--- config.mk ---
export PLATFORM = sky130hd
export DESIGN_NAME = ex_mem_flag_stage_flat
export DESIGN_NICKNAME = d
export VERILOG_FILES = /design/src/rtl/ex_mem_flag_stage_pkg.sv /design/src/rtl/ex_mem_flag_stage_if.sv /design/src/rtl/ex_mem_flag_stage_branch_cond.sv /design/src/rtl/ex_mem_flag_stage.sv /design/src/flat_wrapper.sv
export SDC_FILE = /design/constraint.sdc
export NUM_CORES = 1
export LEC_CHECK = 0
export CORE_MARGIN = 2
export CORE_UTILIZATION = 41
export DETAILED_ROUTE_END_ITERATION = 16
export GPL_ROUTABILITY_DRIVEN = 0
export HOLD_SLACK_MARGIN = 0.1
export PLACE_DENSITY = 0.84
export SLEW_MARGIN = 20
export SYNTH_ARGS = -nofsm -noshare
export SYNTH_HDL_FRONTEND = slang
export SYNTH_SLANG_ARGS = --single-unit
--- constraint.sdc ---
create_clock -name clk -period 4.5 [get_ports clk]
set_input_delay 0.675 -clock clk [delete_from_list [all_inputs] [get_ports clk]]
set_output_delay 0.675 -clock clk [all_outputs]
set_load 0.05 [all_outputs]
--- src/rtl/ex_mem_flag_stage_pkg.sv ---
// Shared constants for the EX/MEM flag stage: widths, flag bit positions
// inside the {V,Z,N} register and the conditional-branch codes.
package ex_mem_flag_stage_pkg;

    localparam int DATA_W = 16;
    localparam int REG_W  = 4;
    localparam int NFLAGS = 3;

    // Bit positions inside the {V,Z,N} flag vector
    localparam int FLAG_V = 2;
    localparam int FLAG_Z = 1;
    localparam int FLAG_N = 0;

    typedef enum logic [2:0] {
        BR_NE = 3'b000,
        BR_EQ = 3'b001,
        BR_GT = 3'b010,
        BR_LT = 3'b011,
        BR_GE = 3'b100,
        BR_LE = 3'b101,
        BR_OV = 3'b110,
        BR_UN = 3'b111
    } br_cond_e;

endpackage

--- src/rtl/ex_mem_flag_stage_if.sv ---
// Bundle of the EX-side inputs and MEM/redirect-side outputs of the stage.
// master drives the EX side (ALU / decode / bench); slave is the stage itself.
interface ex_mem_flag_stage_if
    import ex_mem_flag_stage_pkg::*;
#(
    parameter int DW = DATA_W,
    parameter int RW = REG_W
);
    logic          stall;
    logic          flush;
    logic          ex_valid;
    logic [DW-1:0] alu_dst;
    logic          alu_v;
    logic          alu_z;
    logic          alu_n;
    logic [2:0]    flag_we;
    logic          ex_is_branch;
    logic [2:0]    ex_br_cond;
    logic [DW-1:0] ex_br_target;
    logic          ex_rf_we;
    logic [RW-1:0] ex_rf_waddr;
    logic          ex_mem_rd;
    logic          ex_mem_wr;
    logic [DW-1:0] ex_st_data;

    logic [2:0]    flags_q;
    logic          mem_valid;
    logic [DW-1:0] mem_result;
    logic [DW-1:0] mem_st_data;
    logic          mem_rf_we;
    logic          mem_mem_rd;
    logic          mem_mem_wr;
    logic [RW-1:0] mem_rf_waddr;
    logic          br_taken;
    logic [DW-1:0] br_target;

    modport master (
        output stall, flush, ex_valid, alu_dst, alu_v, alu_z, alu_n, flag_we,
               ex_is_branch, ex_br_cond, ex_br_target, ex_rf_we, ex_rf_waddr,
               ex_mem_rd, ex_mem_wr, ex_st_data,
        input  flags_q, mem_valid, mem_result, mem_st_data, mem_rf_we,
               mem_mem_rd, mem_mem_wr, mem_rf_waddr, br_taken, br_target
    );

    modport slave (
        input  stall, flush, ex_valid, alu_dst, alu_v, alu_z, alu_n, flag_we,
               ex_is_branch, ex_br_cond, ex_br_target, ex_rf_we, ex_rf_waddr,
               ex_mem_rd, ex_mem_wr, ex_st_data,
        output flags_q, mem_valid, mem_result, mem_st_data, mem_rf_we,
               mem_mem_rd, mem_mem_wr, mem_rf_waddr, br_taken, br_target
    );

endinterface

--- src/rtl/ex_mem_flag_stage_branch_cond.sv ---
// Purely combinational branch-condition evaluator on a {V,Z,N} flag vector.
// Also used by the hazard unit's predictor checks, so it stays stateless.
module branch_cond
    import ex_mem_flag_stage_pkg::*;
(
    input  logic [2:0] flags,
    input  logic [2:0] cond,
    output logic       taken
);

    logic v;
    logic z;
    logic n;

    assign v = flags[FLAG_V];
    assign z = flags[FLAG_Z];
    assign n = flags[FLAG_N];

    // Decode the condition code into a taken decision
    always_comb begin
        taken = 1'b0;
        case (br_cond_e'(cond))
            BR_NE:   taken = ~z;
            BR_EQ:   taken = z;
            BR_GT:   taken = ~z & ~n;
            BR_LT:   taken = n;
            BR_GE:   taken = z | (~z & ~n);
            BR_LE:   taken = n | z;
            BR_OV:   taken = v;
            BR_UN:   taken = 1'b1;
            default: taken = 1'b0;
        endcase
    end

endmodule

--- src/rtl/ex_mem_flag_stage.sv ---
// EX/MEM pipeline register with the architectural {V,Z,N} flag register and
// branch resolution. Branches resolve on the flags committed by older
// instructions; the redirect is registered (one cycle after EX).
module ex_mem_flag_stage
    import ex_mem_flag_stage_pkg::*;
#(
    parameter int DW = DATA_W,
    parameter int RW = REG_W
)(
    input  logic               clk,
    input  logic               rst_n,
    ex_mem_flag_stage_if.slave bus
);

    logic          live;
    logic          cond_true;
    logic          redirect;
    logic [2:0]    alu_flags;
    logic [2:0]    flags_reg;
    logic [2:0]    flags_next;

    logic          valid_reg;
    logic          rf_we_reg;
    logic          mem_rd_reg;
    logic          mem_wr_reg;
    logic          br_taken_reg;
    logic [DW-1:0] result_reg;
    logic [DW-1:0] st_data_reg;
    logic [RW-1:0] waddr_reg;
    logic [DW-1:0] br_target_reg;

    // flush and stall both suppress "live"; flush wins by bubbling below
    assign live = bus.ex_valid & ~bus.flush & ~bus.stall;

    assign alu_flags[FLAG_V] = bus.alu_v;
    assign alu_flags[FLAG_Z] = bus.alu_z;
    assign alu_flags[FLAG_N] = bus.alu_n;

    // Evaluated on the committed flags, so a branch that also writes flags
    // sees the pre-update values
    branch_cond u_branch_cond (
        .flags (flags_reg),
        .cond  (bus.ex_br_cond),
        .taken (cond_true)
    );

    assign redirect = live & bus.ex_is_branch & cond_true;

    generate
        for (genvar gi = 0; gi < NFLAGS; gi++) begin : g_flag
            assign flags_next[gi] = (live && bus.flag_we[gi]) ? alu_flags[gi] : flags_reg[gi];
        end
    endgenerate

    // Flag register: per-bit masked update, only from live instructions
    always_ff @(posedge clk or negedge rst_n) begin
        if (!rst_n) begin
            flags_reg <= 3'b000;
        end else begin
            flags_reg <= flags_next;
        end
    end

    // Control bits: reload on flush or no-stall (flush forces live=0 => bubble)
    always_ff @(posedge clk or negedge rst_n) begin
        if (!rst_n) begin
            valid_reg    <= 1'b0;
            rf_we_reg    <= 1'b0;
            mem_rd_reg   <= 1'b0;
            mem_wr_reg   <= 1'b0;
            br_taken_reg <= 1'b0;
        end else if (bus.flush || !bus.stall) begin
            valid_reg    <= live;
            rf_we_reg    <= live & bus.ex_rf_we;
            mem_rd_reg   <= live & bus.ex_mem_rd;
            mem_wr_reg   <= live & bus.ex_mem_wr;
            br_taken_reg <= redirect;
        end
    end

    // Data registers: only meaningful when valid, so they load on live only
    always_ff @(posedge clk or negedge rst_n) begin
        if (!rst_n) begin
            result_reg  <= '0;
            st_data_reg <= '0;
            waddr_reg   <= '0;
        end else if (live) begin
            result_reg  <= bus.alu_dst;
            st_data_reg <= bus.ex_st_data;
            waddr_reg   <= bus.ex_rf_waddr;
        end
    end

    // Redirect address is captured alongside a taken branch
    always_ff @(posedge clk or negedge rst_n) begin
        if (!rst_n) begin
            br_target_reg <= '0;
        end else if (redirect) begin
            br_target_reg <= bus.ex_br_target;
        end
    end

    assign bus.flags_q      = flags_reg;
    assign bus.mem_valid    = valid_reg;
    assign bus.mem_result   = result_reg;
    assign bus.mem_st_data  = st_data_reg;
    assign bus.mem_rf_we    = rf_we_reg;
    assign bus.mem_mem_rd   = mem_rd_reg;
    assign bus.mem_mem_wr   = mem_wr_reg;
    assign bus.mem_rf_waddr = waddr_reg;
    assign bus.br_taken     = br_taken_reg;
    assign bus.br_target    = br_target_reg;

endmodule

--- src/flat_wrapper.sv ---
// flat-port wrapper written by rule: the top's interface ports become plain ports
module ex_mem_flag_stage_flat import ex_mem_flag_stage_pkg::*;
#(
    parameter int DW = DATA_W,
    parameter int RW = REG_W
)
  (clk, rst_n, bus_stall, bus_flush, bus_ex_valid, bus_alu_dst, bus_alu_v, bus_alu_z, bus_alu_n, bus_flag_we, bus_ex_is_branch, bus_ex_br_cond, bus_ex_br_target, bus_ex_rf_we, bus_ex_rf_waddr, bus_ex_mem_rd, bus_ex_mem_wr, bus_ex_st_data, bus_flags_q, bus_mem_valid, bus_mem_result, bus_mem_st_data, bus_mem_rf_we, bus_mem_mem_rd, bus_mem_mem_wr, bus_mem_rf_waddr, bus_br_taken, bus_br_target);
  ex_mem_flag_stage_if #(.DW(DW), .RW(RW)) bus_i ();
  input  logic clk;
  input  logic rst_n;
  input wire logic [$bits(bus_i.stall)-1:0] bus_stall;
  input wire logic [$bits(bus_i.flush)-1:0] bus_flush;
  input wire logic [$bits(bus_i.ex_valid)-1:0] bus_ex_valid;
  input wire logic [$bits(bus_i.alu_dst)-1:0] bus_alu_dst;
  input wire logic [$bits(bus_i.alu_v)-1:0] bus_alu_v;
  input wire logic [$bits(bus_i.alu_z)-1:0] bus_alu_z;
  input wire logic [$bits(bus_i.alu_n)-1:0] bus_alu_n;
  input wire logic [$bits(bus_i.flag_we)-1:0] bus_flag_we;
  input wire logic [$bits(bus_i.ex_is_branch)-1:0] bus_ex_is_branch;
  input wire logic [$bits(bus_i.ex_br_cond)-1:0] bus_ex_br_cond;
  input wire logic [$bits(bus_i.ex_br_target)-1:0] bus_ex_br_target;
  input wire logic [$bits(bus_i.ex_rf_we)-1:0] bus_ex_rf_we;
  input wire logic [$bits(bus_i.ex_rf_waddr)-1:0] bus_ex_rf_waddr;
  input wire logic [$bits(bus_i.ex_mem_rd)-1:0] bus_ex_mem_rd;
  input wire logic [$bits(bus_i.ex_mem_wr)-1:0] bus_ex_mem_wr;
  input wire logic [$bits(bus_i.ex_st_data)-1:0] bus_ex_st_data;
  output wire logic [$bits(bus_i.flags_q)-1:0] bus_flags_q;
  output wire logic [$bits(bus_i.mem_valid)-1:0] bus_mem_valid;
  output wire logic [$bits(bus_i.mem_result)-1:0] bus_mem_result;
  output wire logic [$bits(bus_i.mem_st_data)-1:0] bus_mem_st_data;
  output wire logic [$bits(bus_i.mem_rf_we)-1:0] bus_mem_rf_we;
  output wire logic [$bits(bus_i.mem_mem_rd)-1:0] bus_mem_mem_rd;
  output wire logic [$bits(bus_i.mem_mem_wr)-1:0] bus_mem_mem_wr;
  output wire logic [$bits(bus_i.mem_rf_waddr)-1:0] bus_mem_rf_waddr;
  output wire logic [$bits(bus_i.br_taken)-1:0] bus_br_taken;
  output wire logic [$bits(bus_i.br_target)-1:0] bus_br_target;
  assign bus_i.stall = bus_stall;
  assign bus_i.flush = bus_flush;
  assign bus_i.ex_valid = bus_ex_valid;
  assign bus_i.alu_dst = bus_alu_dst;
  assign bus_i.alu_v = bus_alu_v;
  assign bus_i.alu_z = bus_alu_z;
  assign bus_i.alu_n = bus_alu_n;
  assign bus_i.flag_we = bus_flag_we;
  assign bus_i.ex_is_branch = bus_ex_is_branch;
  assign bus_i.ex_br_cond = bus_ex_br_cond;
  assign bus_i.ex_br_target = bus_ex_br_target;
  assign bus_i.ex_rf_we = bus_ex_rf_we;
  assign bus_i.ex_rf_waddr = bus_ex_rf_waddr;
  assign bus_i.ex_mem_rd = bus_ex_mem_rd;
  assign bus_i.ex_mem_wr = bus_ex_mem_wr;
  assign bus_i.ex_st_data = bus_ex_st_data;
  assign bus_flags_q = bus_i.flags_q;
  assign bus_mem_valid = bus_i.mem_valid;
  assign bus_mem_result = bus_i.mem_result;
  assign bus_mem_st_data = bus_i.mem_st_data;
  assign bus_mem_rf_we = bus_i.mem_rf_we;
  assign bus_mem_mem_rd = bus_i.mem_mem_rd;
  assign bus_mem_mem_wr = bus_i.mem_mem_wr;
  assign bus_mem_rf_waddr = bus_i.mem_rf_waddr;
  assign bus_br_taken = bus_i.br_taken;
  assign bus_br_target = bus_i.br_target;
  ex_mem_flag_stage #(.DW(DW), .RW(RW)) u_core (.clk(clk), .rst_n(rst_n), .bus(bus_i));
endmodule
Word level (Yosys, flattened, before mapping)
Index checks and enable logic that the tools add are counted.
W data, S select, Z words.

cells by class
  add/sub/neg operators = 0
  multiply operators = 0
  divide/modulo/power cells = 0
  $lt $le $gt $ge = 0
  equal/unequal tests = 7
  shifts and indexed selects = 0
  mux-type cells = 1
  bitwise operators = 14
  reduce and logical (&&, ||, !) cells = 6

operators by type and width
  kind                  count
  $eq A3 B3 Y1 const B  4
  $and A1 B1 Y1         8
  $pmux W1 S8           1
  $eq A3 B2 Y1 const B  2
  $not A1 Y1            4
  $eq A3 B1 Y1 const B  1
  $logic_and A1 B1 Y1   3
  $logic_not A3 Y1      1
  $or A1 B1 Y1          2
  $logic_not A1 Y1      1
  $logic_or A1 B1 Y1    1

word-level totals
  bits in registers = 60
  latch bits = 0
  memory bits (writable) = 0
  bits in read-only memories = 0
  word-level logic and storage cells = 40
  memories = 0

Longest topological paths before layout
Gate-level depths: netlist (run 1).

  depth in word-level cells = 5
  gate-level depth with buffers = 5

Hierarchy
From an unflattened synthesis (run 1), not the netlist that was laid out.

unflattened totals
  cells, all modules = 148
  area, all modules = 2,362.3 um^2

by module, submodules not included
  module             instances  cells each  area each (um^2)  sequential area each (um^2)
  ex_mem_flag_stage  1          137         2,285.9           1,501.4
  branch_cond        1          11          76.3              0.0

Worst setup path before layout (run 1)
OpenSTA, ideal clock, no wires.

  kind = input to register
  from = in bus_flush
  to = reg u_core.br_target_reg[10] (netlist: u_core.bus.br_target[10])
  library setup time = 0.127 ns
  data arrival time = 2.088 ns
  data required time = 4.373 ns
  setup slack = 2.284 ns
  stages on the path = 5
  buffers on the path = 1
  path through = nor3b_4 -> nand2_1 -> nor4_4 -> buf_6 -> mux2_1

on the way
  word-level cells in the longest chain between the ends = 5

RTL lines
  element                      line                     text
  start, declared              flat_wrapper.sv:12       input wire logic [$bits(bus_i.flush)-1:0] bus_flush;
  $not A1 Y1                   ex_mem_flag_stage.sv:33  assign live = bus.ex_valid & ~bus.flush & ~bus.stall;
  $and A1 B1 Y1 (2 in series)  ex_mem_flag_stage.sv:33
  $and A1 B1 Y1 (2 in series)  ex_mem_flag_stage.sv:47  assign redirect = live & bus.ex_is_branch & cond_true;
  end signal, assigned         ex_mem_flag_stage.sv:99  br_target_reg <= bus.ex_br_target;
  end, declared                ex_mem_flag_stage.sv:30  logic [DW-1:0] br_target_reg;

No other way between the ends.
A chain may end at the register's enable or synchronous reset.

Worst setup path after layout (run 1)
  from = in bus_ex_br_cond[1]
  to = reg u_core.br_target_reg[2] (netlist: u_core.bus.br_target[2])

on the way
  word-level cells in the longest chain between the ends = 3

RTL lines
  element                               line                                 text
  start, declared                       flat_wrapper.sv:20                   input wire logic [$bits(bus_i.ex_br_cond)-1:0] bus_ex_br_cond;
  $eq A3 B3 Y1 (tied with other cells)  ex_mem_flag_stage_branch_cond.sv:22  case (br_cond_e'(cond))
  $pmux W1 S8 *                         ex_mem_flag_stage_branch_cond.sv:22
  $and A1 B1 Y1 *                       ex_mem_flag_stage.sv:47

Every way passes the cells marked *; elsewhere a longest branch is shown, timed or not.

==> results.md, run 1 <==
- The Yosys step of the flow raised 0 warnings.
- Measured against its own limit, the worst slew margin works out to 0.285.
- The run finished with clean final reports.
- Once the clock tree was built, the resizer swapped 0 gates to a different size.
- Based on the critical path, the design can be clocked at up to 378 MHz.
- The instance area at placement is 0.00368 mm^2.
- Summed over all nets, wire length on met2 after detailed routing comes to 2.53 mm.
- For the worst setup path, the data required time is 4.71 ns.
- TritonCTS built the clock tree.
- The count of H-tree levels built during CTS is 3.
- 130 I/O pins were placed.
- OpenSTA, run right after detailed placement, puts the worst setup slack at 1.49 ns.
- The number of distinct library cells after synthesis is 18.
- The critical path's slowest cell is nor4_4.
- Measured in cells, the most critical reg-to-reg path has a length of 4.
- The total of hold buffers inserted after clock tree synthesis is 0.
- VDD sags by at most 0.305 mV.
- The max-capacitance violation count is 0.
- After detailed routing, the number of vias per cell comes to 4.85.
- The number of antenna violations at the first check in global routing is 0.
- The cell count after synthesis is 140.
- The area of the die is 0.00626 mm^2.
- The total of buffers placed on input and output ports is 129.
- The number of global-route vias before repair is 1800.
- The total global routing track utilization is 0.181.
- The insertion delay of the later-clocked pin in the worst-skew pair is 0.32 ns.
- Of the synthesized area, sequential elements account for 0.649.
- In this run the worst path has a maximum fanout of 17.
- The clock passes through at most 2 buffers.
- The number of pins exceeding their max-slew limit in the final report came to 0.
- After global routing the overflow that remains totals 0.
- The part of the cycle the worst path needs is 0.587.
- For this design the ratio of total power to cell area is 517 mW/mm^2.
- CTS placed an instance of clkbuf_8 at the clock tree root.
- The number of detailed-route iterations in the first pass is 4.
- The number of remaining DRC errors is 0.
- The antenna diode count is 0.
- The synthesis-to-finish area growth is 66.0%.
- The maximum number of pins on one net before global-route repair is 61.
- The maximum clock skew at final layout is 0.00463 ns.
- Sorting the synthesized cells by area gives the leading types as dfrtp_1 (65%), mux2_2 (22%), mux2_1 (4.4%), a22o_1 (1.1%), nor4_4 (0.92%).
- Setup violations remaining at the end of the flow were counted as 0.
- The final cell count without fillers is 354.
- Detailed routing inserted a total of 1716 vias.
- For this design, the sink count on the clock tree is 60.
- The total count of hold-check failures in the final report is 0.
- In the final layout, flip-flops and latches occupy 0.00150 mm^2.
- The horizontal die dimension is 79.1 um.
- The routed length per instance is 15.3 um.
- The first global-routing pass estimated 8.46 mm of wire.
- For this run, the post-layout net count is 347.
- The clock-pin transition on the worst setup and hold timing paths is 0.06 ns.
- The highest layer touched by signal routing is met4.
- The row count is 27.
- For this block, wires on met1 add up to 2.25 mm.
- The mapped netlist covers 0.00231 mm^2.
- STA classifies the critical path startpoint as a primary input.
- Summed over all layers, the routed wires come to 5.43 mm.
- Once detailed placement completed, the half-perimeter wirelength came to 3.87 mm.
- Traced cell by cell, the critical path runs through clkdlybuf4s50_1, a211oi_1, a311oi_2, nor4_4, mux2_2.
- After synthesis the netlist holds a flip-flop and latch count of 60.
- Summed over all failing endpoints, the final setup total negative slack is 0 ns.
- The total non-filler cell area in the finished layout is 0.00384 mm^2.
- The critical path class is in2reg.
- The leading area contributor after synthesis is dfrtp_1.
- The total nets after synthesis is 210.
- In this run the post-CTS setup repair buffer count came out at 0.
- Summed over all cells, the static leakage comes to 0.00160 uW.
- The largest single stage delay on the critical path is 0.82 ns.
- Setup repair after global routing left no endpoint under its margin.
- Counting the buffers created by CTS gives 9.
- The residual antenna-violating net count after detailed routing is 0.
- For the pin with the worst max-slew slack, the measured transition is 1.06 ns.
- The tightest hold path in the finished design has a slack of 0.473 ns.
- The floorplan step set the die height to 79.1 um.
- Of the cells placed in the final design, the portion with a size suffix greater than 1 is 0.227.
- In this run, the number of DRC markers left after iteration 0 of detailed routing was 41.
- In this run the mean area of a mapped cell was 16.5 um^2.
- The multi-input combinational cell area is 782 um^2.
- Data on the critical path arrives at its endpoint at 2.85 ns.
- The worst path needs 2.64 ns of the cycle, external delays included.
- Across all setup checks in the final design, the least slack found is 1.86 ns.
- The placeable core region is 0.00547 mm^2.
- Wire segments on met3 add up to 548 um in the final route.
- The layout has 400 filler cells.
- STA classifies the critical path endpoint as a register.
- The share of Yosys cell area claimed by the top area cell type is 0.649.
- Including well taps, the total number of placed cells is 338.
- The initial utilization of the core area, before any placement, comes to 0.423.
- The worst hold path belongs to the class in2async.
-- cell families (layout without fill, tap and decap cells) --
| group | Yosys count | count (layout) | share of synthesized area |
|---|---|---|---|
| flops | 60 | 60 | 0.649 |
| buf+inv | 6 | 148 | 0.0130 |
| mux | 55 | 55 | 0.268 |
| compound gates | 8 | 8 | 0.0319 |
| simple gates | 11 | 11 | 0.0384 |
-- cells in the final DEF, fill, tap and decap left out --
cell               n
clkbuf_8          10
buf_4              2
a22o_1             3
inv_1              1
nor3b_4            1
nand2_1            4
clkinv_2           2
mux2_1             9
a311oi_2           1
a21o_1             2
a2111oi_1          1
clkdlybuf4s50_1  128
nand2b_1           1
buf_2              1
nor4_4             1
nor2b_1            2
dfrtp_1           60
a211oi_1           1
nor4_1             1
mux2_2            46
clkbuf_1           4
or3b_1             1
-- synthesized netlist by cell type --
cell / count
a2111oi_1: 1
a211oi_1: 1
a21o_1: 2
a22o_1: 3
a311oi_2: 1
buf_6: 1
clkbuf_1: 4
dfrtp_1: 60
inv_1: 1
mux2_1: 9
mux2_2: 46
nand2_1: 4
nand2b_1: 1
nor2b_1: 2
nor3b_4: 1
nor4_1: 1
nor4_4: 1
or3b_1: 1
-- metal layers --
metal / vias up / global-route usage
li1: 782 / -
met1: 839 / 0.216
met2: 84 / 0.279
met3: 11 / 0.0750
met4: 0 / 0.0931
met5: - / 0
-- final timing paths --
kind	start	end	slack [ns]
worst max register to register	u_core.bus.flags_q[0]	u_core.bus.br_target[2]	2.28
max in group asynchronous	rst_n	u_core.bus.mem_result[10]	3.50
worst min register to register	u_core.bus.br_taken	u_core.bus.br_taken	0.48
worst max-delay path	bus_ex_br_cond[1]	u_core.bus.br_target[2]	1.86
min in group clk	u_core.bus.br_taken	u_core.bus.br_taken	0.48
worst min-delay path	rst_n	u_core.bus.mem_st_data[10]	0.47
-- per-stage QoR --
stage                util  total power, uW
floorplan               -             1250
global placement    0.672             1580
detailed placement  0.672             1600
CTS                 0.702             2010
global route        0.702             2070
finish              0.702             1990
-- worst max-delay path, delay by kind of cell --
family / cells / cell delay (ns)
compound gates: 2 / 0.43
buf+inv: 1 / 0.51
mux: 1 / 0.42
simple gates: 1 / 0.82
-- where the power goes --
group          switching, uW  internal, uW  total, uW  leakage, uW
Combinational            533           330        863     0.000786
Clock                    192           214        406    0.0000844
Sequential              61.1           656        717     0.000725
-- layout make-up --
type                            count  area share
Tap cell                           72      0.0235
Multi-Input combinational cell     74       0.204
Clock buffer                       14      0.0397
Sequential cell                    60       0.391
Clock inverter                      2     0.00261
Timing Repair Buffer              131       0.339
Inverter                            1    0.000977
No activity file was read; power rests on OpenSTA's default activity.
==> run 2, diff against run 1 <==
--- a/config.mk
+++ b/config.mk
@@ -6,11 +6,11 @@
 export NUM_CORES = 1
 export LEC_CHECK = 0
 export CORE_MARGIN = 2
-export CORE_UTILIZATION = 41
+export CORE_UTILIZATION = 38
 export DETAILED_ROUTE_END_ITERATION = 16
 export GPL_ROUTABILITY_DRIVEN = 0
 export HOLD_SLACK_MARGIN = 0.1
-export PLACE_DENSITY = 0.84
+export PLACE_DENSITY = 0.79
 export SLEW_MARGIN = 20
 export SYNTH_ARGS = -nofsm -noshare
 export SYNTH_HDL_FRONTEND = slang
==> constraint.sdc (replaced) <==
create_clock -name clk -period 2.5 [get_ports clk]
set_input_delay 0.375 -clock clk [delete_from_list [all_inputs] [get_ports clk]]
set_output_delay 0.375 -clock clk [all_outputs]
set_load 0.05 [all_outputs]
==> results.md, run 2 (same netlist as run 1, synthesis figures left out) <==
- The data arrival time of the worst path is 2.47 ns.
- The first-pass GRT wire length is 7.72 mm.
- Between clock sinks in the finished design, the worst skew comes to 0.00406 ns.
- The number of global-route vias before repair is 1637.
- The detailed-route vias per instance is 4.73.
- The standby leakage power is 0.00162 uW.
- The clock period minus final worst setup slack is 2.27 ns.
- The slack of the worst reg-to-reg path is 0.36 ns.
- The initial core utilization is 0.393.
- The library cell used as clock root buffer is clkbuf_8.
- After the first detailed-routing iteration, the DRC count stood at 38.
- Clock tree synthesis inserted a total of 9 buffers.
- For the final routed database, the setup TNS stands at 0 ns.
- The top-level port count is 130.
- Setup repair after global routing left no endpoint under its margin.
- The final cell count without fillers is 357.
- The placeable core region is 0.00589 mm^2.
- Clock tree synthesis found a total of 60 sinks.
- The number of placed instances, taps included, is 341.
- STA puts the critical path data required time at 2.70 ns.
- The synthesis-to-finish area growth is 68.1%.
- The row count is 28.
- For this run the aggregate overflow at the end of global routing stands at 0.
- The residual antenna-violating net count after detailed routing is 0.
- The critical path capture point type is a register.
- Setup violations remaining at the end of the flow were counted as 0.
- The vias after detailed routing is 1690.
- The slowest stage of the critical path belongs to the cell nor4_4.
- No sink is reached through more buffers than the 2 on the longest clock path.
- The total count of hold-check failures in the final report is 0.
- The horizontal die dimension is 82.0 um.
- The flow ran to the end, and the final reports show no timing, DRC or antenna violations.
- The number of nets at the end of the flow is 348.
- For this run, the total global-route usage over all layers was measured as 0.155.
- Across the run, the number of max-cap violations was 0.
- The number of buffers and inverters on the critical path is 2.
- The post-cts resize count is 0.
- Of all nets on the critical path, the largest fanout is 10.
- The number of antenna violations at the first check in global routing is 0.
- In the finished design, the share of the clock period the worst path needs comes to 0.909.
- For the pin with the worst max-slew slack, the measured transition is 0.733 ns.
- The number of remaining DRC errors is 0.
- The HPWL after detailed placement is 3.83 mm.
- The kind of cell with the highest combined delay along the critical path is simple AND/OR/NAND/NOR gates.
- The signal on the critical path passes through clkdlybuf4s50_1, nor3b_4, nand2_1, nor4_4, buf_4, mux2_2.
- The first TritonRoute pass finished after 2 iterations.
- Measured against its own limit, the worst slew margin works out to 0.511.
- In the final layout, the share of cells above drive strength 1 is 0.238.
- The post-CTS setup buffer count is 0.
- The y dimension of the die is 82.0 um.
- The maximum number of pins on one net before global-route repair is 44.
- For this design the ratio of total power to cell area is 937 mW/mm^2.
- The count of H-tree levels built during CTS is 3.
- In this design, the stage delay of the slowest critical-path cell is 0.67 ns.
- For this design, the CTS-stage hold fixing added 0 buffers.
- TritonCTS built the clock tree.
- The library cell used most frequently in the layout, excluding fill and tap cells, is clkdlybuf4s50_1.
- The total length of routed wires is 5.24 mm.
- Dividing the detail-routed wire length by the instance count gives 14.7 um.
- The setup path with the least slack is of type in2reg.
- The achievable frequency is 440 MHz.
- During placement, the flow inserted port buffers numbering 129.
- The antenna diode count is 0.
- The insertion delay of the later-clocked pin in the worst-skew pair is 0.32 ns.
- The area of the die is 0.00673 mm^2.
- The peak ir drop on the vdd network is 0.576 mV.
- In the layout the commonest cells are clkdlybuf4s50_1 (128), dfrtp_1 (60), mux2_2 (46).
- The clock-pin transition on the worst setup and hold timing paths is 0.06 ns.
- The number of pins exceeding their max-slew limit in the final report came to 0.
- The tightest min-delay check is of the in2async type.
- The category of the worst setup path launch point is a primary input.
run 2: changes by cell type in the layout (fill, tap and decap cells not counted):
cell / previous run / this run
clkbuf_1: 4 / 1
buf_12: 0 / 1
clkinv_2: 2 / 1
clkbuf_8: 10 / 13
run 2: worst register-to-register path, stage by stage, from the launching register on:
cell      delay, ns
dfrtp_1        0.43
a211oi_1       0.31
a311oi_2       0.10
nor4_4         0.55
buf_4          0.29
mux2_2         0.34
run 2: path summary, 6_finish.rpt:
check	to	startpoint	cells past startpoint
setup / recovery	u_core.bus.br_target[5]	bus_flush	6
hold / removal	u_core.bus.mem_result[4]	rst_n	1
setup reg to reg	u_core.bus.br_target[5]	u_core.bus.flags_q[0]	5
hold reg to reg	u_core.bus.mem_valid	u_core.bus.mem_valid	1
max in group asynchronous	u_core.bus.mem_st_data[4]	rst_n	2
min in group clk	u_core.bus.mem_valid	u_core.bus.mem_valid	1
run 2: cell type report:
class	instances	area [um^2]
clock inverter	1	5.00
fill	452	2000
tap	75	93.8
inverter	1	3.75
sequential	60	1500
clock buffer	14	183
timing repair buffer	132	1320
multi-input combinational	74	782
run 2: power breakdown:
part           switching, uW  internal (uW)  total [uW]  leakage, uW
logic                    958            597        1550     0.000796
registers                105           1180        1290     0.000725
clock network            341            462         803    0.0000986
run 2: per-layer routing:
metal	GRT usage	wire length, um	vias to the layer above
met5	0	0	-
met4	0.0667	97	0
met3	0.0791	651	10
met2	0.240	2440	77
met1	0.181	2050	820
li1	-	-	783
run 2: stage by stage:
step           power (uW)  area [um^2]  worst slack, ns  utilization  hold slack, ns
2_1_floorplan        2250         2310            0.426            -          0.0794
3_3_place_gp         2850         3690           -0.185        0.628           0.458
3_5_place_dp         2870         3690           -0.223        0.628           0.466
4_1_cts              3690         3880            0.126        0.660           0.127
5_1_grt              3800         3890            0.122        0.661           0.160
6_report             3640         3890            0.228        0.661           0.114
